**src/rtl/mips_pkg.sv**
```systemverilog
// Shared encodings for the multi-cycle MIPS control sequencer: states, opcodes, mux selects.
// Also holds the per-state Moore control table used to load the registered outputs.
package mips_pkg;

  typedef enum logic [3:0] {
    S_IDLE    = 4'd0,
    S_FETCH   = 4'd1,
    S_DECODE  = 4'd2,
    S_MEMADR  = 4'd3,
    S_MEMRD   = 4'd4,
    S_MEMWB   = 4'd5,
    S_MEMWR   = 4'd6,
    S_EXEC    = 4'd7,
    S_RWB     = 4'd8,
    S_ADDI_EX = 4'd9,
    S_ADDI_WB = 4'd10,
    S_BRANCH  = 4'd11,
    S_JUMP    = 4'd12,
    S_ERROR   = 4'd13
  } state_t;

  localparam logic [5:0] OP_RTYPE = 6'b000000;
  localparam logic [5:0] OP_LW    = 6'b100011;
  localparam logic [5:0] OP_SW    = 6'b101011;
  localparam logic [5:0] OP_BEQ   = 6'b000100;
  localparam logic [5:0] OP_J     = 6'b000010;
  localparam logic [5:0] OP_ADDI  = 6'b001000;

  localparam logic [1:0] ALU_ADD   = 2'b00;
  localparam logic [1:0] ALU_SUB   = 2'b01;
  localparam logic [1:0] ALU_FUNCT = 2'b10;

  localparam logic [1:0] PCS_ALU    = 2'd0;
  localparam logic [1:0] PCS_ALUOUT = 2'd1;
  localparam logic [1:0] PCS_JUMP   = 2'd2;

  localparam logic [1:0] SRCB_REGB    = 2'd0;
  localparam logic [1:0] SRCB_FOUR    = 2'd1;
  localparam logic [1:0] SRCB_IMM     = 2'd2;
  localparam logic [1:0] SRCB_IMM_SL2 = 2'd3;

  typedef struct packed {
    logic       pc_write;
    logic       pc_write_cond;
    logic       i_or_d;
    logic       mem_read;
    logic       mem_write;
    logic       ir_write;
    logic       reg_dst;
    logic       mem_to_reg;
    logic       reg_write;
    logic       alu_src_a;
    logic [1:0] alu_src_b;
    logic [1:0] alu_op;
    logic [1:0] pc_source;
  } ctrl_t;

  // FETCH's ir_write/pc_write depend on mem_ready and are added at the top level.
  function automatic ctrl_t state_ctrl(input state_t s);
    ctrl_t c;
    c = '0;
    case (s)
      S_FETCH: begin
        c.mem_read  = 1'b1;
        c.alu_src_b = SRCB_FOUR;
        c.alu_op    = ALU_ADD;
        c.pc_source = PCS_ALU;
      end
      S_DECODE: begin
        c.alu_src_b = SRCB_IMM_SL2;
        c.alu_op    = ALU_ADD;
      end
      S_MEMADR, S_ADDI_EX: begin
        c.alu_src_a = 1'b1;
        c.alu_src_b = SRCB_IMM;
        c.alu_op    = ALU_ADD;
      end
      S_MEMRD: begin
        c.mem_read = 1'b1;
        c.i_or_d   = 1'b1;
      end
      S_MEMWB: begin
        c.reg_write  = 1'b1;
        c.mem_to_reg = 1'b1;
      end
      S_MEMWR: begin
        c.mem_write = 1'b1;
        c.i_or_d    = 1'b1;
      end
      S_EXEC: begin
        c.alu_src_a = 1'b1;
        c.alu_src_b = SRCB_REGB;
        c.alu_op    = ALU_FUNCT;
      end
      S_RWB: begin
        c.reg_write = 1'b1;
        c.reg_dst   = 1'b1;
      end
      S_ADDI_WB: c.reg_write = 1'b1;
      S_BRANCH: begin
        c.alu_src_a     = 1'b1;
        c.alu_src_b     = SRCB_REGB;
        c.alu_op        = ALU_SUB;
        c.pc_write_cond = 1'b1;
        c.pc_source     = PCS_ALUOUT;
      end
      S_JUMP: begin
        c.pc_write  = 1'b1;
        c.pc_source = PCS_JUMP;
      end
      default: c = '0;
    endcase
    return c;
  endfunction

endpackage

```
**src/rtl/mem_wait_timer.sv**
```systemverilog
// Counts stalled cycles of one memory access; expired_o flags the last allowed stall cycle.
// Combinational expiry, counter cleared by the sequencer on every state change.
module mem_wait_timer #(
  parameter int TIMEOUT = 16
) (
  input  logic clk,
  input  logic rst_n,
  input  logic clr_i,
  input  logic wait_i,
  output logic expired_o
);

  localparam int CW = $clog2(TIMEOUT + 1);

  logic [CW-1:0] cnt_q;

  always_ff @(posedge clk or negedge rst_n) begin
    if (!rst_n) begin
      cnt_q <= '0;
    end else if (clr_i) begin
      cnt_q <= '0;
    end else if (wait_i) begin
      cnt_q <= cnt_q + CW'(1);
    end
  end

  assign expired_o = wait_i && (cnt_q == CW'(TIMEOUT - 1));

endmodule

```
**src/rtl/multicycle_ctrl_fsm.sv**
```systemverilog
// Multi-cycle MIPS control sequencer: Moore controls registered from next state, FETCH load
// strobes qualified by mem_ready; stalls while memory is not ready, halts in ERROR on timeout.
module multicycle_ctrl_fsm
  import mips_pkg::*;
#(
  parameter int TIMEOUT = 16,
  parameter int CNT_W   = 32
) (
  input  logic             clk,
  input  logic             rst_n,
  input  logic [5:0]       opcode,
  input  logic             zero,
  input  logic             mem_ready,
  output logic             pc_write,
  output logic             pc_write_cond,
  output logic             i_or_d,
  output logic             mem_read,
  output logic             mem_write,
  output logic             ir_write,
  output logic             reg_dst,
  output logic             mem_to_reg,
  output logic             reg_write,
  output logic             alu_src_a,
  output logic [1:0]       alu_src_b,
  output logic [1:0]       alu_op,
  output logic [1:0]       pc_source,
  output logic             illegal_op,
  output logic             mem_error,
  output logic [CNT_W-1:0] retired
);

  state_t           state_q, state_d;
  ctrl_t            ctrl_q;
  logic             illegal_q, mem_error_q;
  logic [CNT_W-1:0] retired_q;
  logic             retire, set_illegal;
  logic             in_wait, timeout, fetch_done;

  // zero is consumed by the datapath together with pc_write_cond.
  logic unused_zero;
  assign unused_zero = zero;

  assign in_wait = (state_q == S_FETCH) || (state_q == S_MEMRD) || (state_q == S_MEMWR);

  mem_wait_timer #(.TIMEOUT(TIMEOUT)) u_timer (
    .clk       (clk),
    .rst_n     (rst_n),
    .clr_i     (state_d != state_q),
    .wait_i    (in_wait && !mem_ready),
    .expired_o (timeout)
  );

  always_comb begin
    state_d     = state_q;
    retire      = 1'b0;
    set_illegal = 1'b0;
    case (state_q)
      S_IDLE:   state_d = S_FETCH;
      S_FETCH: begin
        if (mem_ready)    state_d = S_DECODE;
        else if (timeout) state_d = S_ERROR;
      end
      S_DECODE: begin
        case (opcode)
          OP_RTYPE:     state_d = S_EXEC;
          OP_LW, OP_SW: state_d = S_MEMADR;
          OP_BEQ:       state_d = S_BRANCH;
          OP_J:         state_d = S_JUMP;
          OP_ADDI:      state_d = S_ADDI_EX;
          default: begin
            set_illegal = 1'b1;
            state_d     = S_FETCH;
          end
        endcase
      end
      S_MEMADR: state_d = (opcode == OP_LW) ? S_MEMRD : S_MEMWR;
      S_MEMRD: begin
        if (mem_ready)    state_d = S_MEMWB;
        else if (timeout) state_d = S_ERROR;
      end
      S_MEMWR: begin
        if (mem_ready) begin
          state_d = S_FETCH;
          retire  = 1'b1;
        end else if (timeout) begin
          state_d = S_ERROR;
        end
      end
      S_EXEC:    state_d = S_RWB;
      S_ADDI_EX: state_d = S_ADDI_WB;
      S_MEMWB, S_RWB, S_ADDI_WB, S_BRANCH, S_JUMP: begin
        state_d = S_FETCH;
        retire  = 1'b1;
      end
      S_ERROR: state_d = S_ERROR;
      default: state_d = S_ERROR;
    endcase
  end

  always_ff @(posedge clk or negedge rst_n) begin
    if (!rst_n) begin
      state_q     <= S_IDLE;
      ctrl_q      <= '0;
      illegal_q   <= 1'b0;
      mem_error_q <= 1'b0;
      retired_q   <= '0;
    end else begin
      state_q <= state_d;
      ctrl_q  <= state_ctrl(state_d);
      if (retire)              retired_q   <= retired_q + CNT_W'(1);
      if (set_illegal)         illegal_q   <= 1'b1;
      if (state_d == S_ERROR)  mem_error_q <= 1'b1;
    end
  end

  assign fetch_done = (state_q == S_FETCH) && mem_ready;

  assign pc_write      = ctrl_q.pc_write | fetch_done;
  assign ir_write      = ctrl_q.ir_write | fetch_done;
  assign pc_write_cond = ctrl_q.pc_write_cond;
  assign i_or_d        = ctrl_q.i_or_d;
  assign mem_read      = ctrl_q.mem_read;
  assign mem_write     = ctrl_q.mem_write;
  assign reg_dst       = ctrl_q.reg_dst;
  assign mem_to_reg    = ctrl_q.mem_to_reg;
  assign reg_write     = ctrl_q.reg_write;
  assign alu_src_a     = ctrl_q.alu_src_a;
  assign alu_src_b     = ctrl_q.alu_src_b;
  assign alu_op        = ctrl_q.alu_op;
  assign pc_source     = ctrl_q.pc_source;
  assign illegal_op    = illegal_q;
  assign mem_error     = mem_error_q;
  assign retired       = retired_q;

endmodule

```
**config.mk**
```make
export PLATFORM = sky130hd
export DESIGN_NAME = multicycle_ctrl_fsm
export DESIGN_NICKNAME = d
export VERILOG_FILES = /design/src/rtl/mips_pkg.sv /design/src/rtl/mem_wait_timer.sv /design/src/rtl/multicycle_ctrl_fsm.sv
export SDC_FILE = /design/constraint.sdc
export NUM_CORES = 1
export LEC_CHECK = 0
export ABC_CLOCK_PERIOD_IN_PS = 2200
export BUFFER_PORTS_ARGS = -buffer_cell sky130_fd_sc_hd__buf_2
export CELL_PAD_IN_SITES_DETAIL_PLACEMENT = 1
export CELL_PAD_IN_SITES_GLOBAL_PLACEMENT = 1
export CORE_MARGIN = 4
export CORE_UTILIZATION = 35
export DETAILED_ROUTE_END_ITERATION = 6
export PLACE_DENSITY_LB_ADDON = 0.08
export SYNTH_ARGS = -nofsm -noshare
export SYNTH_HDL_FRONTEND = slang
export SYNTH_SLANG_ARGS = --single-unit
```
**constraint.sdc**
```tcl
create_clock -name clk -period 2.2 [get_ports clk]
set_input_delay 0.44 -clock clk [delete_from_list [all_inputs] [get_ports clk]]
set_output_delay 0.44 -clock clk [all_outputs]
set_load 0.02 [all_outputs]
```
# Yosys cells after proc, flatten, opt, wreduce, memory -nomap -nowiden
# Cells that the tools add are included.
[word_totals] word_cells=94 output_inout_bits=50 input_bits=10 reg_bits=58
[op_classes] n_reduce_logical=18 n_mux=24 n_eq_ne=32 bitwise=1 add_sub_neg=2
[ops] op="== test 4 bit (second input constant)" count=11
[ops] op="case mux 4 bit (5 select lines)" count=2
[ops] op="adder 32 x 1 -> 32 bit (second input constant)" count=1
[ops] op="== test 4 x 3 -> 1 bit (second input constant)" count=8
[ops] op="case mux 4 bit (8 select lines)" count=1
[ops] op="== test 4 x 2 -> 1 bit (second input constant)" count=4
[ops] op="two-way mux 4 bit" count=4
[ops] op="== test 6 bit (second input constant)" count=2
[ops] op="two-way mux 1 bit" count=12
[ops] op="OR reduction 6 bit" count=2
[ops] op="two-way mux 5 bit" count=2
[ops] op="== test 4 x 1 -> 1 bit (second input constant)" count=2
[ops] op="OR reduction 2 bit" count=4
[ops] op="== test 6 x 2 -> 1 bit (second input constant)" count=1
[ops] op="== test 6 x 3 -> 1 bit (second input constant)" count=1
[ops] op="== test 6 x 4 -> 1 bit (second input constant)" count=1
[ops] op="logical NOT 6 bit" count=1
[ops] op="adder 5 x 1 -> 5 bit (second input constant)" count=1
[ops] op="== test 5 x 4 -> 1 bit (second input constant)" count=1
[ops] op="OR reduction 5 bit" count=1
[ops] op="logical NOT 4 bit" count=1
[ops] op="!= test 4 bit" count=1
[ops] op="case mux 2 bit (2 select lines)" count=1
[ops] op="OR reduction 4 bit" count=1
[ops] op="other kinds (8)" count=11

# Depth between registers and ports, before layout
# Gate-level depths: netlist of the first run.
[logic_depth] depth_word=11 mapped_depth=10 ltp_nobuf=10

# By module
# Synthesis of the first run repeated with hierarchy kept, for this count alone.
[unflattened] cells_unflattened=263 area_unflattened_um2=2907.8
[modules_own_cells] module="multicycle_ctrl_fsm" seq_area_each_um2=1301.2 cells_per_inst=239 instances=1 area_per_inst_um2=2622.5
[modules_own_cells] module="mem_wait_timer" seq_area_each_um2=125.1 cells_per_inst=24 instances=1 area_per_inst_um2=285.3

# Worst setup path before layout of the first run
# OpenSTA, ideal clock, no wires.
[synth_path] path_type="register to register" startpoint="reg u_timer.cnt_q[0]" endpoint="reg mem_error_q (netlist: mem_error)" n_path_buf=0 path_stages_with_launch=11 setup_time_ns=0.118 arrival_ns=1.932 setup_slack_ns=0.150 synth_period_minus_slack_ns=2.050 t_required_ns=2.082 path_cell_list="dfrtp_1 > ha_1 > and3_1 > ha_1 > nor3b_1 > o21ai_0 > o21a_1 > and2_1 > inv_2 > and2_1 > a21o_1"
[synth_between] elab_chain_cells=6 word_cells_on_any_way=8 cone_classes="eq/ne: 2; mux: 5; reduce/logical: 1"
[synth_rtl] element="start: declaration" line="mem_wait_timer.sv:15" rtl="logic [CW-1:0] cnt_q;"
[synth_rtl] element="start signal: assignment" line="mem_wait_timer.sv:23" rtl="cnt_q <= cnt_q + CW'(1);"
[synth_rtl] element="== test 5 x 4 -> 1 bit *" line="mem_wait_timer.sv:27" rtl="assign expired_o = wait_i && (cnt_q == CW'(TIMEOUT - 1));"
[synth_rtl] element="logical AND 1 bit *" line="mem_wait_timer.sv:27"
[synth_rtl] element="two-way mux 4 bit *" line="multicycle_ctrl_fsm.sv:61, multicycle_ctrl_fsm.sv:79, multicycle_ctrl_fsm.sv:85"
[synth_rtl] element="two-way mux 4 bit, on equally long branches" line="multicycle_ctrl_fsm.sv:82, multicycle_ctrl_fsm.sv:60, multicycle_ctrl_fsm.sv:78"
[synth_rtl] element="case mux 4 bit (8 select lines) *" line="multicycle_ctrl_fsm.sv:57" rtl="case (state_q)"
[synth_rtl] element="via state_d[3]" line="multicycle_ctrl_fsm.sv:32" rtl="state_t state_q, state_d;"
[synth_rtl] element="== test 4 bit *" line="multicycle_ctrl_fsm.sv:112" rtl="if (state_d == S_ERROR) mem_error_q <= 1'b1;"
[synth_rtl] element="end signal: assignment" line="multicycle_ctrl_fsm.sv:105" rtl="mem_error_q <= 1'b0;"
[synth_rtl] element="end signal: assignment" line="multicycle_ctrl_fsm.sv:112"
[synth_rtl] element="end: declaration" line="multicycle_ctrl_fsm.sv:34" rtl="logic illegal_q, mem_error_q;"
# Mark *: on every way through the listed nets, which the timed path passes. The rest lies on a longest branch.
# A chain may end at the register's enable or synchronous reset.

# Worst setup path after layout of the first run
[layout_path] startpoint="reg u_timer.cnt_q[1]" endpoint="reg mem_error_q (netlist: mem_error)"
# The elaborated chain is that of the path after synthesis.

==> results of run 1 <==
per-stage QoR:
step           setup slack [ps]  utilization  power [mW]  cell area [um2]  cells
4_1_cts                    11.3        0.444        3.71             3470    446
3_3_place_gp               69.1        0.419        2.67             3270    431
6_report                    130        0.450        3.66             3510    447
3_5_place_dp               15.7        0.419        2.68             3270    431
5_1_grt                    5.10        0.450        3.93             3510    447
2_1_floorplan               150            -        2.27             2840    271
worst max-delay path, stage by stage, from the launching register on:
cell	delay, ps
dfrtp_1	400
ha_2	180
and3_4	180
ha_4	160
nor2b_2	160
mux2i_1	150
o21a_1	180
and2_4	160
inv_2	50
and2_1	160
a21o_1	180
area by class of cell:
class / instances / area (um2) / area share
Clock inverter: 3 / 40.0 / 0.0114
Timing Repair Buffer: 73 / 428 / 0.122
Multi-Input combinational cell: 191 / 1300 / 0.370
Sequential cell: 57 / 1430 / 0.406
Tap cell: 102 / 128 / 0.0364
Inverter: 9 / 33.8 / 0.00962
Clock buffer: 12 / 155 / 0.0442
cells by family after synthesis:
kind of cell | after synthesis | share of synthesized area
AND/OR/NAND/NOR | 114 | 0.226
flip-flops | 57 | 0.503
XOR/XNOR | 37 | 0.114
AO/OA/AOI/OAI | 32 | 0.0737
buffers and inverters | 23 | 0.0512
multiplexers | 5 | 0.0181
adder cells (fa/ha/maj) | 3 | 0.0132
report_power, final:
part | switching [mW] | internal, mW
Clock | 0.414 | 0.575
Sequential | 0.158 | 1.21
Combinational | 0.788 | 0.518
placed cells by master, fill, tap and decap left out, types with 4 or more instances in the layout:
master    instances
xor2_1           10
and3_1           10
nand3_1          13
mux2i_1           4
nor2_1           23
inv_1             8
dfrtp_1          57
buf_2            58
buf_4            13
a21oi_1           7
nand4_1           8
clkbuf_8         11
o21ai_0           8
nand2_1          20
nor3_1            6
and4_1            4
xnor2_1          27
metal layers:
| metal | part of all wire | track usage | vias up |
|---|---|---|---|
| met5 | 0 | 0 | - |
| met4 | 0.012 | 0.0447 | 0 |
| met3 | 0.051 | 0.0450 | 9 |
| met2 | 0.44 | 0.215 | 44 |
| met1 | 0.50 | 0.198 | 1058 |
| li1 | - | - | 1068 |
Yosys cell counts (2+ instances only):
library cell / n / share of area
nand3_1: 14 / 0.025
and3_1: 11 / 0.024
buf_2: 2 / 0.0035
buf_4: 9 / 0.024
or3_1: 3 / 0.0066
and2b_1: 3 / 0.0079
buf_6: 3 / 0.012
dfrtp_1: 57 / 0.50
nor2b_1: 4 / 0.0088
a22oi_1: 2 / 0.0053
and2_1: 3 / 0.0066
and4_1: 4 / 0.012
xor2_1: 10 / 0.031
nand4_1: 8 / 0.018
nand2_1: 20 / 0.026
o21ai_0: 9 / 0.016
ha_1: 3 / 0.013
mux2i_1: 4 / 0.014
a21oi_1: 7 / 0.012
nand2b_1: 3 / 0.0066
o21bai_1: 2 / 0.0053
inv_1: 8 / 0.011
xnor2_1: 27 / 0.083
nor3_1: 6 / 0.011
nor2_1: 23 / 0.030
worst paths after layout:
check,start,endpoint,cells past startpoint
worst min register to register,retired[31],retired[31],1
min in group clk,opcode[4],illegal_op,3
worst max register to register,u_timer.cnt_q[1],mem_error,10
worst min-delay path,rst_n,pc_source[0],1
worst max-delay path,u_timer.cnt_q[1],mem_error,10
max in group asynchronous,rst_n,u_timer.cnt_q[3],2
repair_timing:
item | 4_1_cts | 5_1_grt
gates resized for setup | 1 | 8
pin swaps | 0 | 1
setup endpoints to repair | 1 | 17
cloned | 0 | 0
buffers inserted | 0 | 1
==> reports/metrics.csv, run 1 <==
metric,value,unit
wire per inst,14.5,um
register area share after synthesis,0.503,
# DRC,0,
RSZ-0062 raised after global routing,false,
Min-Delay Path Class,in -> async,
core region area,7810,um2
CTS Hold Bufs,0,
Antenna Cells,0,
crit end category,flop,
Syn Area/Cell,10.5,um2
Layout area overhead,23.8,%
CTS tree,done,
fmax,483,MHz
Peak VDD IR,535,uV
post-synth cell types,51,
io pins,60,
die height,98.0,um
crit path kind,reg -> reg,
Reg2Reg Setup Slack,130,ps
final hold violations,0,
Iteration-0 DRC Markers,53,
Max Cap Viol,0,
fin crit share,0.941,
TritonCTS buffer count,9,
post-synthesis cell area,2840,um2
LEAKAGE,1.75,nW
status,"complete, no violations",
post-DP HPWL,4.66,mm
Initial Utilization,0.363,
PD cells,1040,nW/um2
max reg flops,32,
Clock transition at path regs,70,ps
share of layout cells above drive strength 1,0.307,
Cells after Synth,271,
Overall Global Routing Usage,0.143,
asr flop ratio synth,1.00,
CTS Root Cell,clkbuf_8,
final setup vio count,0,
Detail Route Antenna Nets,0,
DR vias,2179,
clk_skew,13.2,ps
warnings from Yosys,0,
Period minus WS final,2070,ps
clock tree sinks,57,
Nets,354,
largest fanout on the critical path,4,
largest net degree at the start of global routing,25,
Syn Nets,284,
vias per cell,4.87,
number of global-route vias before repair,2285,
number of synthesized register bits,57,
"Top FF cell, synth",dfrtp_1,
Max-slew headroom,0.692,
Fin Setup TNS,0,ps
buffer levels on the longest clock path,2,
Die ar.,9600,um2
drt total wl,6.47,mm
Worst-Margin Slew,463,ps
initial antenna violation count,0,
FILL cells,918,
DIE WIDTH,98.0,um
first-pass GRT wire length,11.3,mm
critical path launch point type,flop,
drt first pass iters,4,
clk_lat worst skew,330,ps
Core Rows,32,
PortBufs,58,
H-tree levels,3,
number of flops mapped to enable cells by yosys,0,
routability cong.,0.790,
CP required,2420,ps
crit path DAT,2290,ps
Hold Slack,53.8,ps
max-slew violations,0,
total grt overflow,0,
Power figures use the tool's default switching activity.
==> run 2: changes to the inputs <==
--- a/config.mk
+++ b/config.mk
@@ -14,3 +14,5 @@
 export DETAILED_ROUTE_END_ITERATION = 6
+export GPL_ROUTABILITY_DRIVEN = 0
 export PLACE_DENSITY_LB_ADDON = 0.08
+export SLEW_MARGIN = 10
 export SYNTH_ARGS = -nofsm -noshare
==> constraint.sdc (replaced) <==
create_clock -name clk -period 2.2 [get_ports clk]
set_input_delay 0.22 -clock clk [delete_from_list [all_inputs] [get_ports clk]]
set_output_delay 0.22 -clock clk [all_outputs]
set_load 0.02 [all_outputs]
==> reports/metrics.csv, run 2 (same netlist as run 1, synthesis figures left out) <==
metric,value,unit,change
final setup vio count,0,,unchanged
PortBufs,58,,unchanged
status,"complete, no violations",,unchanged
crit path cell chain,ha_2 -> and3_1 -> ha_2 -> nor2b_4 -> mux2i_1 -> o21a_1 -> and3_1 -> o221ai_1 -> buf_4 -> nor2_1,,was ha_2 -> and3_4 -> ha_4 -> nor2b_2 -> mux2i_1 -> o21a_1 -> and2_4 -> inv_2 -> and2_1 -> a21o_1
number of global-route vias before repair,2333,,was 2285
largest fanout on the critical path,5,,was 4
clock tree sinks,57,,unchanged
Antenna Cells,0,,unchanged
Fin Setup TNS,0,ps,unchanged
Core Rows,32,,unchanged
area of the multi-input gates,1290,um2,was 1300 um2
CP max-delay cell,dfrtp_1,,unchanged
clk_skew,7.57,ps,was 13.2 ps
critical path launch point type,flop,,unchanged
Worst-Margin Slew,384,ps,was 463 ps
PD cells,1070,nW/um2,was 1040 nW/um2
post-DP HPWL,4.63,mm,was 4.66 mm
most frequent cells in the layout,"buf_2, dfrtp_1, xnor2_1",,unchanged
grt peak-use layer,met2,,unchanged
cell total after placement,430,,was 431
Die ar.,9600,um2,unchanged
initial antenna violation count,0,,unchanged
drt total wl,6.56,mm,was 6.47 mm
crit path kind,reg -> reg,,unchanged
Detail Route Antenna Nets,0,,unchanged
"commonest non-fill, non-tap cell in the layout",buf_2,,unchanged
max-slew violations,0,,unchanged
first-pass GRT wire length,11.3,mm,about the same
total grt overflow,0,,unchanged
# DRC,0,,unchanged
Overall Global Routing Usage,0.146,,was 0.143
Peak VDD IR,500,uV,was 535 uV
crit path DAT,2270,ps,was 2290 ps
met2 global-route usage,0.227,,was 0.215
critical path's top delay family,simple AND/OR/NAND/NOR gates,,unchanged
TritonCTS buffer count,9,,unchanged
RSZ-0062 raised after global routing,false,,unchanged
die height,98.0,um,unchanged
CTS tree,done,,unchanged
core region area,7810,um2,unchanged
Clock transition at path regs,70,ps,about the same
H-tree levels,3,,unchanged
Post-DP Area,3260,um2,was 3270 um2
FILL cells,915,,was 918
Min-Delay Path Class,in -> reg,,was in -> async
vias per cell,4.88,,was 4.87
Iteration-0 DRC Markers,57,,was 53
routing usage on met3,0.0443,,was 0.0450
fin crit share,0.931,,was 0.941
share of layout cells above drive strength 1,0.303,,was 0.307
Final Cell Area,3530,um2,was 3510 um2
Nets,354,,unchanged
CP peak stage delay,380,ps,was 400 ps
DR vias,2185,,was 2179
Max Cap Viol,0,,unchanged
met1 Use GR,0.189,,was 0.198
LEAKAGE,1.76,nW,was 1.75 nW
Period minus WS final,2050,ps,was 2070 ps
io pins,60,,unchanged
wire per inst,14.6,um,was 14.5 um
buffer levels on the longest clock path,2,,unchanged
DIE WIDTH,98.0,um,unchanged
sequential cell area,1430,um2,unchanged
max reg flops,32,,unchanged
"non-filler cells, final",448,,was 447
fmax,488,MHz,was 483 MHz
Initial Utilization,0.363,,unchanged
crit end category,flop,,unchanged
CTS Root Cell,clkbuf_8,,unchanged
clk_lat worst skew,340,ps,was 330 ps
final hold violations,0,,unchanged
worst path buffer plus inverter count,1,,unchanged
Max-slew headroom,0.742,,was 0.692
CP required,2420,ps,about the same
drt first pass iters,4,,unchanged
largest net degree at the start of global routing,58,,was 25
Layout area overhead,24.5,%,was 23.8%
[run 2: changes by cell type in the layout (fill, tap and decap cells not counted), sizes merged]
| cell | change |
|---|---|
| dlygate4sd3 | +1 |
| buf | -1 |
| bufinv | +1 |
| clkinv | +1 |
| clkbuf | -1 |
[run 2: cell type report]
cell class / instances / share of cell area
inverter: 9 / 0.00957
sequential: 57 / 0.404
timing repair buffer: 73 / 0.122
tap: 102 / 0.0362
clock buffer: 11 / 0.0401
clock inverter: 5 / 0.0223
multi-input combinational: 191 / 0.366
[run 2: where the power goes]
group	total, mW	switching [mW]	internal, mW
logic	1.34	0.808	0.532
registers	1.35	0.147	1.21
clock network	1.10	0.429	0.667
[run 2: repair_timing]
| item | CTS | global route |
|---|---|---|
| hold endpoints to repair | 57 | 0 |
| endpoints found under the setup margin | 2 | 17 |
| pin swaps | 0 | 2 |
| hold buffers | 1 | 0 |
| setup buffers | 0 | 1 |
| resized for setup | 1 | 8 |
[run 2: worst paths after layout]
path | start | end | slack [ps] | depth (start not counted)
worst max-delay path | u_timer.cnt_q[1] | u_timer.cnt_q[0] | 150 | 10
worst min-delay path | opcode[4] | illegal_op | 220 | 3
worst max register to register | u_timer.cnt_q[1] | u_timer.cnt_q[0] | 150 | 10
worst min register to register | retired[31] | retired[31] | 460 | 1
max in group asynchronous | rst_n | u_timer.cnt_q[0] | 1520 | 3
min in group asynchronous | rst_n | alu_op[0] | 410 | 3
[run 2: metal layers]
| metal | vias to the layer above | wire [um] |
|---|---|---|
| li1 | 1071 | - |
| met1 | 1058 | 3080 |
| met2 | 47 | 3040 |
| met3 | 9 | 329 |
| met4 | 0 | 108 |
| met5 | - | 0 |
[run 2: metrics by stage]
step	power (mW)	util	worst slack [ps]	hold WS (ps)
after floorplan	2.27	-	150	-75.6
after global placement	2.68	0.418	71.0	250
after detailed placement	2.69	0.418	1.64	251
after CTS	3.84	0.448	11.1	195
after global routing	4.06	0.452	2.10	265
final	3.79	0.452	153	218
[run 2: worst reg2reg max path, delay by kind of cell, from the launching register on]
family | cells | cell delay [ps]
AOI/OAI and AO/OA | 2 | 360
adders and majority gates | 2 | 390
and+or+nand+nor | 4 | 550
DFF | 1 | 380
muxes | 1 | 80
buffers and inverters | 1 | 170
